**src/rtl/session_manager_pkg.sv**
```systemverilog
// Session manager shared types.
// State, end-reason and button FSM encodings.
package session_manager_pkg;

  localparam int ID_W = 3;

  typedef enum logic [1:0] {
    IDLE      = 2'd0,
    ACTIVE    = 2'd1,
    LOGOUT    = 2'd2,
    WAIT_DROP = 2'd3
  } sm_state_t;

  typedef enum logic [1:0] {
    REASON_BTN   = 2'b00,
    REASON_IDLE  = 2'b01,
    REASON_GUEST = 2'b10,
    REASON_DROP  = 2'b11
  } reason_t;

  typedef enum logic [1:0] {
    S_OFF  = 2'd0,
    S_ON   = 2'd1,
    S_WAIT = 2'd2
  } btn_state_t;

endpackage

```
**src/rtl/session_manager_button_shaper.sv**
```systemverilog
// One registered pulse per button press.
// Re-arms only after the button is released.
module button_shaper (
  input  logic clk,
  input  logic rst,
  input  logic b_in,
  output logic b_out
);
  import session_manager_pkg::*;

  btn_state_t state;

  // press detect: pulse on the first high cycle, then wait for release
  always_ff @(posedge clk or negedge rst) begin
    if (!rst) begin
      state <= S_OFF;
      b_out <= 1'b0;
    end else begin
      b_out <= 1'b0;
      unique case (state)
        S_OFF: begin
          if (b_in) begin
            state <= S_ON;
            b_out <= 1'b1;
          end
        end
        S_ON: begin
          state <= b_in ? S_WAIT : S_OFF;
        end
        S_WAIT: begin
          if (!b_in) state <= S_OFF;
        end
        default: state <= S_OFF;
      endcase
    end
  end

endmodule

```
**src/rtl/session_manager.sv**
```systemverilog
// Session manager: latches login identity, gates play,
// enforces idle and guest limits, issues logout requests.
module session_manager
  import session_manager_pkg::*;
#(
  parameter int TICK_CYCLES  = 50000000,
  parameter int GUEST_SECS   = 60,
  parameter int IDLE_SECS    = 30,
  parameter int PULSE_CYCLES = 9
) (
  input  logic            clk,
  input  logic            rst,
  input  logic            log_in_ctrl,
  input  logic            isGuest_ctrl,
  input  logic [ID_W-1:0] intID_ctrl,
  input  logic            logout_btn,
  input  logic            activity,
  output logic            log_out_ctrl,
  output logic            game_en,
  output logic [ID_W-1:0] cur_id,
  output logic            cur_guest,
  output logic [7:0]      secs_left,
  output logic [1:0]      end_reason
);

  localparam int TW =
    (TICK_CYCLES > 1) ? $clog2(TICK_CYCLES) : 1;
  localparam int PW =
    (PULSE_CYCLES > 1) ? $clog2(PULSE_CYCLES) : 1;
  localparam logic [TW-1:0] TICK_LAST =
    TW'(TICK_CYCLES - 1);
  localparam logic [PW-1:0] PULSE_LAST =
    PW'(PULSE_CYCLES - 1);
  localparam logic [7:0] GUEST_LOAD = 8'(GUEST_SECS);
  localparam logic [7:0] IDLE_LOAD  = 8'(IDLE_SECS);

  sm_state_t       state;
  logic [TW-1:0]   tick_cnt;
  logic [PW-1:0]   pulse_cnt;
  logic [7:0]      guest_left;
  logic [7:0]      idle_left;
  logic [1:0]      btn_sync;
  logic            btn_pulse;
  logic            tick;
  logic            guest_exp;
  logic            idle_exp;

  // bring the raw button into the clk domain
  always_ff @(posedge clk or negedge rst) begin
    if (!rst) btn_sync <= 2'b00;
    else      btn_sync <= {btn_sync[0], logout_btn};
  end

  button_shaper u_shaper (
    .clk  (clk),
    .rst  (rst),
    .b_in (btn_sync[1]),
    .b_out(btn_pulse)
  );

  assign tick      = (tick_cnt == TICK_LAST);
  assign guest_exp = tick && cur_guest
                     && (guest_left == 8'd1);
  assign idle_exp  = tick && !activity
                     && (idle_left == 8'd1);
  assign secs_left = cur_guest ? guest_left : idle_left;

  // session FSM with registered outputs and countdowns
  always_ff @(posedge clk or negedge rst) begin
    if (!rst) begin
      state        <= IDLE;
      game_en      <= 1'b0;
      log_out_ctrl <= 1'b0;
      cur_id       <= '0;
      cur_guest    <= 1'b0;
      end_reason   <= 2'b00;
      tick_cnt     <= '0;
      pulse_cnt    <= '0;
      guest_left   <= 8'd0;
      idle_left    <= 8'd0;
    end else begin
      unique case (state)
        IDLE: begin
          if (log_in_ctrl) begin
            state      <= ACTIVE;
            game_en    <= 1'b1;
            cur_id     <= intID_ctrl;
            cur_guest  <= isGuest_ctrl;
            guest_left <= GUEST_LOAD;
            idle_left  <= IDLE_LOAD;
            tick_cnt   <= '0;
            end_reason <= 2'b00;
          end
        end
        ACTIVE: begin
          tick_cnt <= tick ? '0 : tick_cnt + 1'b1;
          if (activity)  idle_left <= IDLE_LOAD;
          else if (tick) idle_left <= idle_left - 8'd1;
          if (tick && cur_guest)
            guest_left <= guest_left - 8'd1;
          priority case (1'b1)
            !log_in_ctrl: begin
              state      <= IDLE;
              game_en    <= 1'b0;
              end_reason <= REASON_DROP;
            end
            btn_pulse: begin
              state        <= LOGOUT;
              game_en      <= 1'b0;
              log_out_ctrl <= 1'b1;
              pulse_cnt    <= '0;
              end_reason   <= REASON_BTN;
            end
            guest_exp: begin
              state        <= LOGOUT;
              game_en      <= 1'b0;
              log_out_ctrl <= 1'b1;
              pulse_cnt    <= '0;
              end_reason   <= REASON_GUEST;
            end
            idle_exp: begin
              state        <= LOGOUT;
              game_en      <= 1'b0;
              log_out_ctrl <= 1'b1;
              pulse_cnt    <= '0;
              end_reason   <= REASON_IDLE;
            end
            default: ;
          endcase
        end
        LOGOUT: begin
          if (pulse_cnt == PULSE_LAST) begin
            state        <= WAIT_DROP;
            log_out_ctrl <= 1'b0;
          end else begin
            pulse_cnt <= pulse_cnt + 1'b1;
          end
        end
        WAIT_DROP: begin
          if (!log_in_ctrl) state <= IDLE;
        end
      endcase
    end
  end

endmodule

```
**config.mk**
```make
export PLATFORM = sky130hd
export DESIGN_NAME = session_manager
export DESIGN_NICKNAME = d
export VERILOG_FILES = /design/src/rtl/session_manager_pkg.sv /design/src/rtl/session_manager_button_shaper.sv /design/src/rtl/session_manager.sv
export SDC_FILE = /design/constraint.sdc
export NUM_CORES = 1
export LEC_CHECK = 0
export CAP_MARGIN = 15
export CORE_ASPECT_RATIO = 0.5
export CORE_MARGIN = 4
export CORE_UTILIZATION = 55
export CTS_BUF_LIST = sky130_fd_sc_hd__clkbuf_8
export CTS_CLUSTER_SIZE = 8
export DETAILED_ROUTE_END_ITERATION = 6
export GPL_TIMING_DRIVEN = 0
export PLACE_DENSITY = 0.79
export SLEW_MARGIN = 20
export SYNTH_ARGS = -nofsm -noshare
export SYNTH_HDL_FRONTEND = slang
export SYNTH_SLANG_ARGS = --single-unit
```
**constraint.sdc**
```tcl
create_clock -name clk -period 2.2 [get_ports clk]
set_input_delay 0.44 -clock clk [delete_from_list [all_inputs] [get_ports clk]]
set_output_delay 0.44 -clock clk [all_outputs]
set_load 0.03 [all_outputs]
```
==> run summary <==
Yosys mapped a number of flops with a built-in enable equal to 0. The number of placed I/O pins is 25. The share of final-layout standard cells stronger than drive strength 1 is 0.213. The synthesized design spends more area on one cell type than any other, namely sky130_fd_sc_hd__dfrtp_1. The clock skew after layout came out at 0.0107 ns. The synthesized netlist occupies a cell area of approximately 3300 µm². The count of unique library cells instantiated by Yosys is 51. Overall power consumption after layout is estimated at 4.11 mW. The wire length of the first global-routing pass came out at 14200 µm. Measured on the finished design, the core utilization comes to 0.740. The wire length on met2 came out at 4460 µm. The clock tree synthesis step divided the H-tree into 3 levels. The path class of the tightest hold or removal check is flip-flop to flip-flop. For the worst setup path, the data required time is roughly 2.5 ns. The worst setup slack after layout came out at 0.0386 ns. The area share of the leading cell type in the synthesized netlist came out at 0.465. The warning count from the yosys run is 0. The fraction of registers with async set/reset is 1.00. The core outline area is 5630 µm². The share of the Yosys chip area taken by registers is 0.465. The setup path with the least slack is of type flip-flop to flip-flop. The post-synthesis average cell area came out at 9.23 µm². The number of endpoints failing setup at the final stage is 0. Power spread over the standard cell area amounts to 986 nW/µm².

The clock net sink count came out at 61. In this run the tightest slew margin relative to its limit is 0.390. The clock passes through at most 2 buffers.

The number of hold-slack violations in the final timing report is 0. The initial antenna violation count is 0. Measured along the x axis, the die boundary spans 117 µm. The worst setup path is captured at a flip-flop.

Using the TritonRoute via totals, the vias-per-cell ratio works out to 6.48. The final-stage net count came out at 428. The synthesized flop and latch total is 61. After detailed routing, no signal wire sits above met4. The instance area after placement came out at 3620 µm².

From bottom edge to top edge, the die measures about 63 µm. The remaining global-route overflow came out at 0. The final layout contains routed wiring with a total length of about 9000 µm. The critical path capture point is end_reason[1]$_DFFE_PN0P_.

For this configuration, the core starts out at a cell density of 0.583. The number of core rows is 19. The share of the clock period used by the worst path after layout is 0.982. The worst register-to-register path begins at idle_left[5]$_DFFE_PN0P_.

The clock slew at the register clock pins of the worst setup and hold paths is around 0.070 ns. The arrival time of data at the critical path endpoint came out at approximately 2.4 ns. In the synthesized netlist the dominant register cell turns out to be sky130_fd_sc_hd__dfrtp_1. The maximum ir drop on the vdd rail came out at about 0.51 mV. The number of nets with antenna violations after routing came out at 0. Counting every instance in the synthesized netlist gives roughly 360. Routability-driven placement finished with a final weighted congestion of 0.927.

The tool flagged a number of max-cap violations equal to 0. The signal on the critical path passes through nor4_4 -> nand2_2 -> a2111oi_4 -> buf_4 -> or2_2 -> o22ai_1 -> a21oi_1. The TritonCTS clock tree is done. The largest individual stage delay along the critical path comes from the cell sky130_fd_sc_hd__dfrtp_1. The overall global routing resource usage came out at 0.247. The number of cells on the worst reg-to-reg path is 7. The clock period minus final worst setup slack is 2.16 ns. The first-pass iteration count of the detailed router came out at 5. The worst setup slack for register-to-register paths is 0.04 ns. The count of buffers added on input and output ports is 23. The analysis attributes to cell leakage a power of 1.74 nW.

Relative to the synthesized area, the layout overhead comes to 26.9%. Prior to clock tree synthesis, the placed netlist has a worst setup slack of -0.418 ns. The launching element type of the critical path is a flip-flop. The total nets after synthesis is 372. The wire-length estimate of the detail-placed layout is 5410 µm. The finished cells cover 4170 µm².

The final-layout setup total negative slack came out at 0 ns. The sum of met3 wire segment lengths after detailed routing is 688 µm. The detailed router's first-iteration violation count is 384. The clock reaches the later pin of the worst-skew pair after 0.35 ns.

The total DRC errors in the routed layout is 0. The number of max-slew violations in the final report is 0. The most critical setup path has its startpoint at idle_left[5]$_DFFE_PN0P_. The die covers 7350 µm². In the final routing, the length of wire on met1 measures ~3700 µm.

The transition at the pin with the smallest max-transition slack came out at around 0.91 ns. The largest incremental delay on the critical path is slightly below 0.5 ns. The number of vias in the routed layout came out at 3177. The number of antenna cells inserted is 0.

The buffer cell driving the clock tree root is sky130_fd_sc_hd__clkbuf_8. The worst-path maximum fanout came out at 5. The capture point of the worst reg-to-reg path is end_reason[1]$_DFFE_PN0P_. The number of CTS-inserted buffers came out at 9. The mean routed wirelength per cell is 18.7 µm. The via count of the first global-routing pass is 2985. The flow ran to the end, and the final reports show no timing, DRC or antenna violations. Based on the critical path, the design can be clocked at up to between 400 and 500 MHz. By area the synthesized netlist is led by sky130_fd_sc_hd__dfrtp_1, sky130_fd_sc_hd__o21ai_0, sky130_fd_sc_hd__nand2_1. Entering global routing, the biggest net connects 46 pins.
==> kinds of logic (layout without fill, tap and decap cells) <==
| kind of cell | count (synthesis) | after routing | synth area share |
|---|---|---|---|
| DFF | 61 | 61 | 0.465 |
| and+or+nand+nor | 146 | 146 | 0.246 |
| buffers and inverters | 25 | 86 | 0.0297 |
| adders and majority gates | 7 | 7 | 0.0267 |
| AOI/OAI and AO/OA | 98 | 98 | 0.177 |
| xor gates and xnor gates | 12 | 12 | 0.0320 |
| muxes | 7 | 7 | 0.0240 |
==> synthesized netlist by cell type, types with 5 or more instances <==
| library cell | n |
|---|---|
| sky130_fd_sc_hd__xor2_1 | 9 |
| sky130_fd_sc_hd__a31oi_1 | 9 |
| sky130_fd_sc_hd__dfrtp_1 | 61 |
| sky130_fd_sc_hd__nand2_1 | 37 |
| sky130_fd_sc_hd__a21oi_1 | 25 |
| sky130_fd_sc_hd__nand3_1 | 25 |
| sky130_fd_sc_hd__nor2_1 | 25 |
| sky130_fd_sc_hd__clkbuf_1 | 9 |
| sky130_fd_sc_hd__inv_1 | 12 |
| sky130_fd_sc_hd__nor4_1 | 7 |
| sky130_fd_sc_hd__mux2_2 | 7 |
| sky130_fd_sc_hd__o31ai_1 | 5 |
| sky130_fd_sc_hd__nor3_1 | 6 |
| sky130_fd_sc_hd__o21ai_0 | 43 |
| sky130_fd_sc_hd__and3_1 | 7 |
| sky130_fd_sc_hd__ha_1 | 7 |
| sky130_fd_sc_hd__nand4_1 | 9 |
==> final cells by class <==
class                   count  area (µm²)
repair buffers             45         412
clock buffers              12         165
clock inverters             4        45.0
inverters                  12        45.0
flip-flops and latches     61        1540
multi-input cells         270        1820
fillers                   378        1470
well taps                  73        91.3
plain buffers              13        58.8
==> how the worst min path moves through the flow <==
stage	startpoint	end	slack (ns)	cells past startpoint
after floorplan	rst	asynchronous set/reset pin	0.14	0
after CTS	btn_sync[0]$_DFF_PN0_	btn_sync[1]$_DFF_PN0_	0.35	0
final	btn_sync[0]$_DFF_PN0_	btn_sync[1]$_DFF_PN0_	0.35	0
after global routing	btn_sync[0]$_DFF_PN0_	btn_sync[1]$_DFF_PN0_	0.37	0
after detailed placement	rst	tick_cnt[11]$_DFFE_PN0P_	0.32	1
after global placement	btn_sync[0]$_DFF_PN0_	btn_sync[1]$_DFF_PN0_	0.33	0
==> registers in the layout, indices dropped and copies added (netlist names), named ones only <==
name / cells
end_reason: 2
log_out_ctrl: 1
tick_cnt: 26
idle_left: 8
btn_sync: 2
pulse_cnt: 4
cur_id: 3
state: 1
game_en: 1
guest_left: 8
cur_guest: 1
u_shaper.state: 2
u_shaper.b_out: 1
==> metal layers <==
| layer | vias to the layer above | GRT usage |
|---|---|---|
| li1 | 1429 | - |
| met1 | 1552 | 0.304 |
| met2 | 161 | 0.393 |
| met3 | 35 | 0.0890 |
| met4 | 0 | 0.100 |
| met5 | - | 0 |
==> cell usage in the layout, fill, tap and decap left out, types with 3 or more instances in the layout <==
master                            count
sky130_fd_sc_hd__dfrtp_1             54
sky130_fd_sc_hd__o21ai_0             43
sky130_fd_sc_hd__nand2_1             35
sky130_fd_sc_hd__nand3_1             25
sky130_fd_sc_hd__nor2_1              24
sky130_fd_sc_hd__a21oi_1             23
sky130_fd_sc_hd__buf_4               20
sky130_fd_sc_hd__clkdlybuf4s50_1     13
sky130_fd_sc_hd__clkbuf_8            12
sky130_fd_sc_hd__inv_1               10
sky130_fd_sc_hd__nand4_1              9
sky130_fd_sc_hd__a31oi_1              9
sky130_fd_sc_hd__xor2_1               9
sky130_fd_sc_hd__mux2_2               7
sky130_fd_sc_hd__clkbuf_1             7
sky130_fd_sc_hd__dfrtp_2              7
sky130_fd_sc_hd__dlygate4sd2_1        7
sky130_fd_sc_hd__and3_1               6
sky130_fd_sc_hd__o31ai_1              5
sky130_fd_sc_hd__nor3_1               5
sky130_fd_sc_hd__nor4_1               5
sky130_fd_sc_hd__ha_1                 5
sky130_fd_sc_hd__buf_2                3
sky130_fd_sc_hd__nor3b_1              3
sky130_fd_sc_hd__nor4_4               3
sky130_fd_sc_hd__or3_1                3
sky130_fd_sc_hd__xnor2_1              3
sky130_fd_sc_hd__clkinv_2             3
==> per-stage QoR <==
| step | hold slack [ns] | std cells |
|---|---|---|
| after global routing | 0.374 | 490 |
| final | 0.350 | 490 |
| after CTS | 0.350 | 478 |
| after floorplan | 0.144 | 356 |
| after global placement | 0.333 | 452 |
| after detailed placement | 0.324 | 453 |
==> power by group <==
part / total (mW) / switching, mW / internal [mW]
Clock: 1.07 / 0.462 / 0.610
Sequential: 1.53 / 0.211 / 1.31
Combinational: 1.51 / 0.966 / 0.548
Total: 4.11 / 1.64 / 2.47
==> critical path: cells and delay by family, from the launching register on <==
family | cells | cell delay (ns)
buf+inv | 1 | 0.20
flops | 1 | 0.49
compound gates | 3 | 0.74
simple gates | 3 | 0.65
==> what timing repair did <==
item / 4_1_cts / 5_1_grt
endpoints found under the setup margin: 48 / 33
gates cloned: 0 / 0
pin swaps: 5 / 10
hold endpoints to repair: 16 / 0
hold buffers: 1 / 0
resized for setup: 22 / 31
setup buffers: 8 / 12
(Power assumes the default switching activity.)
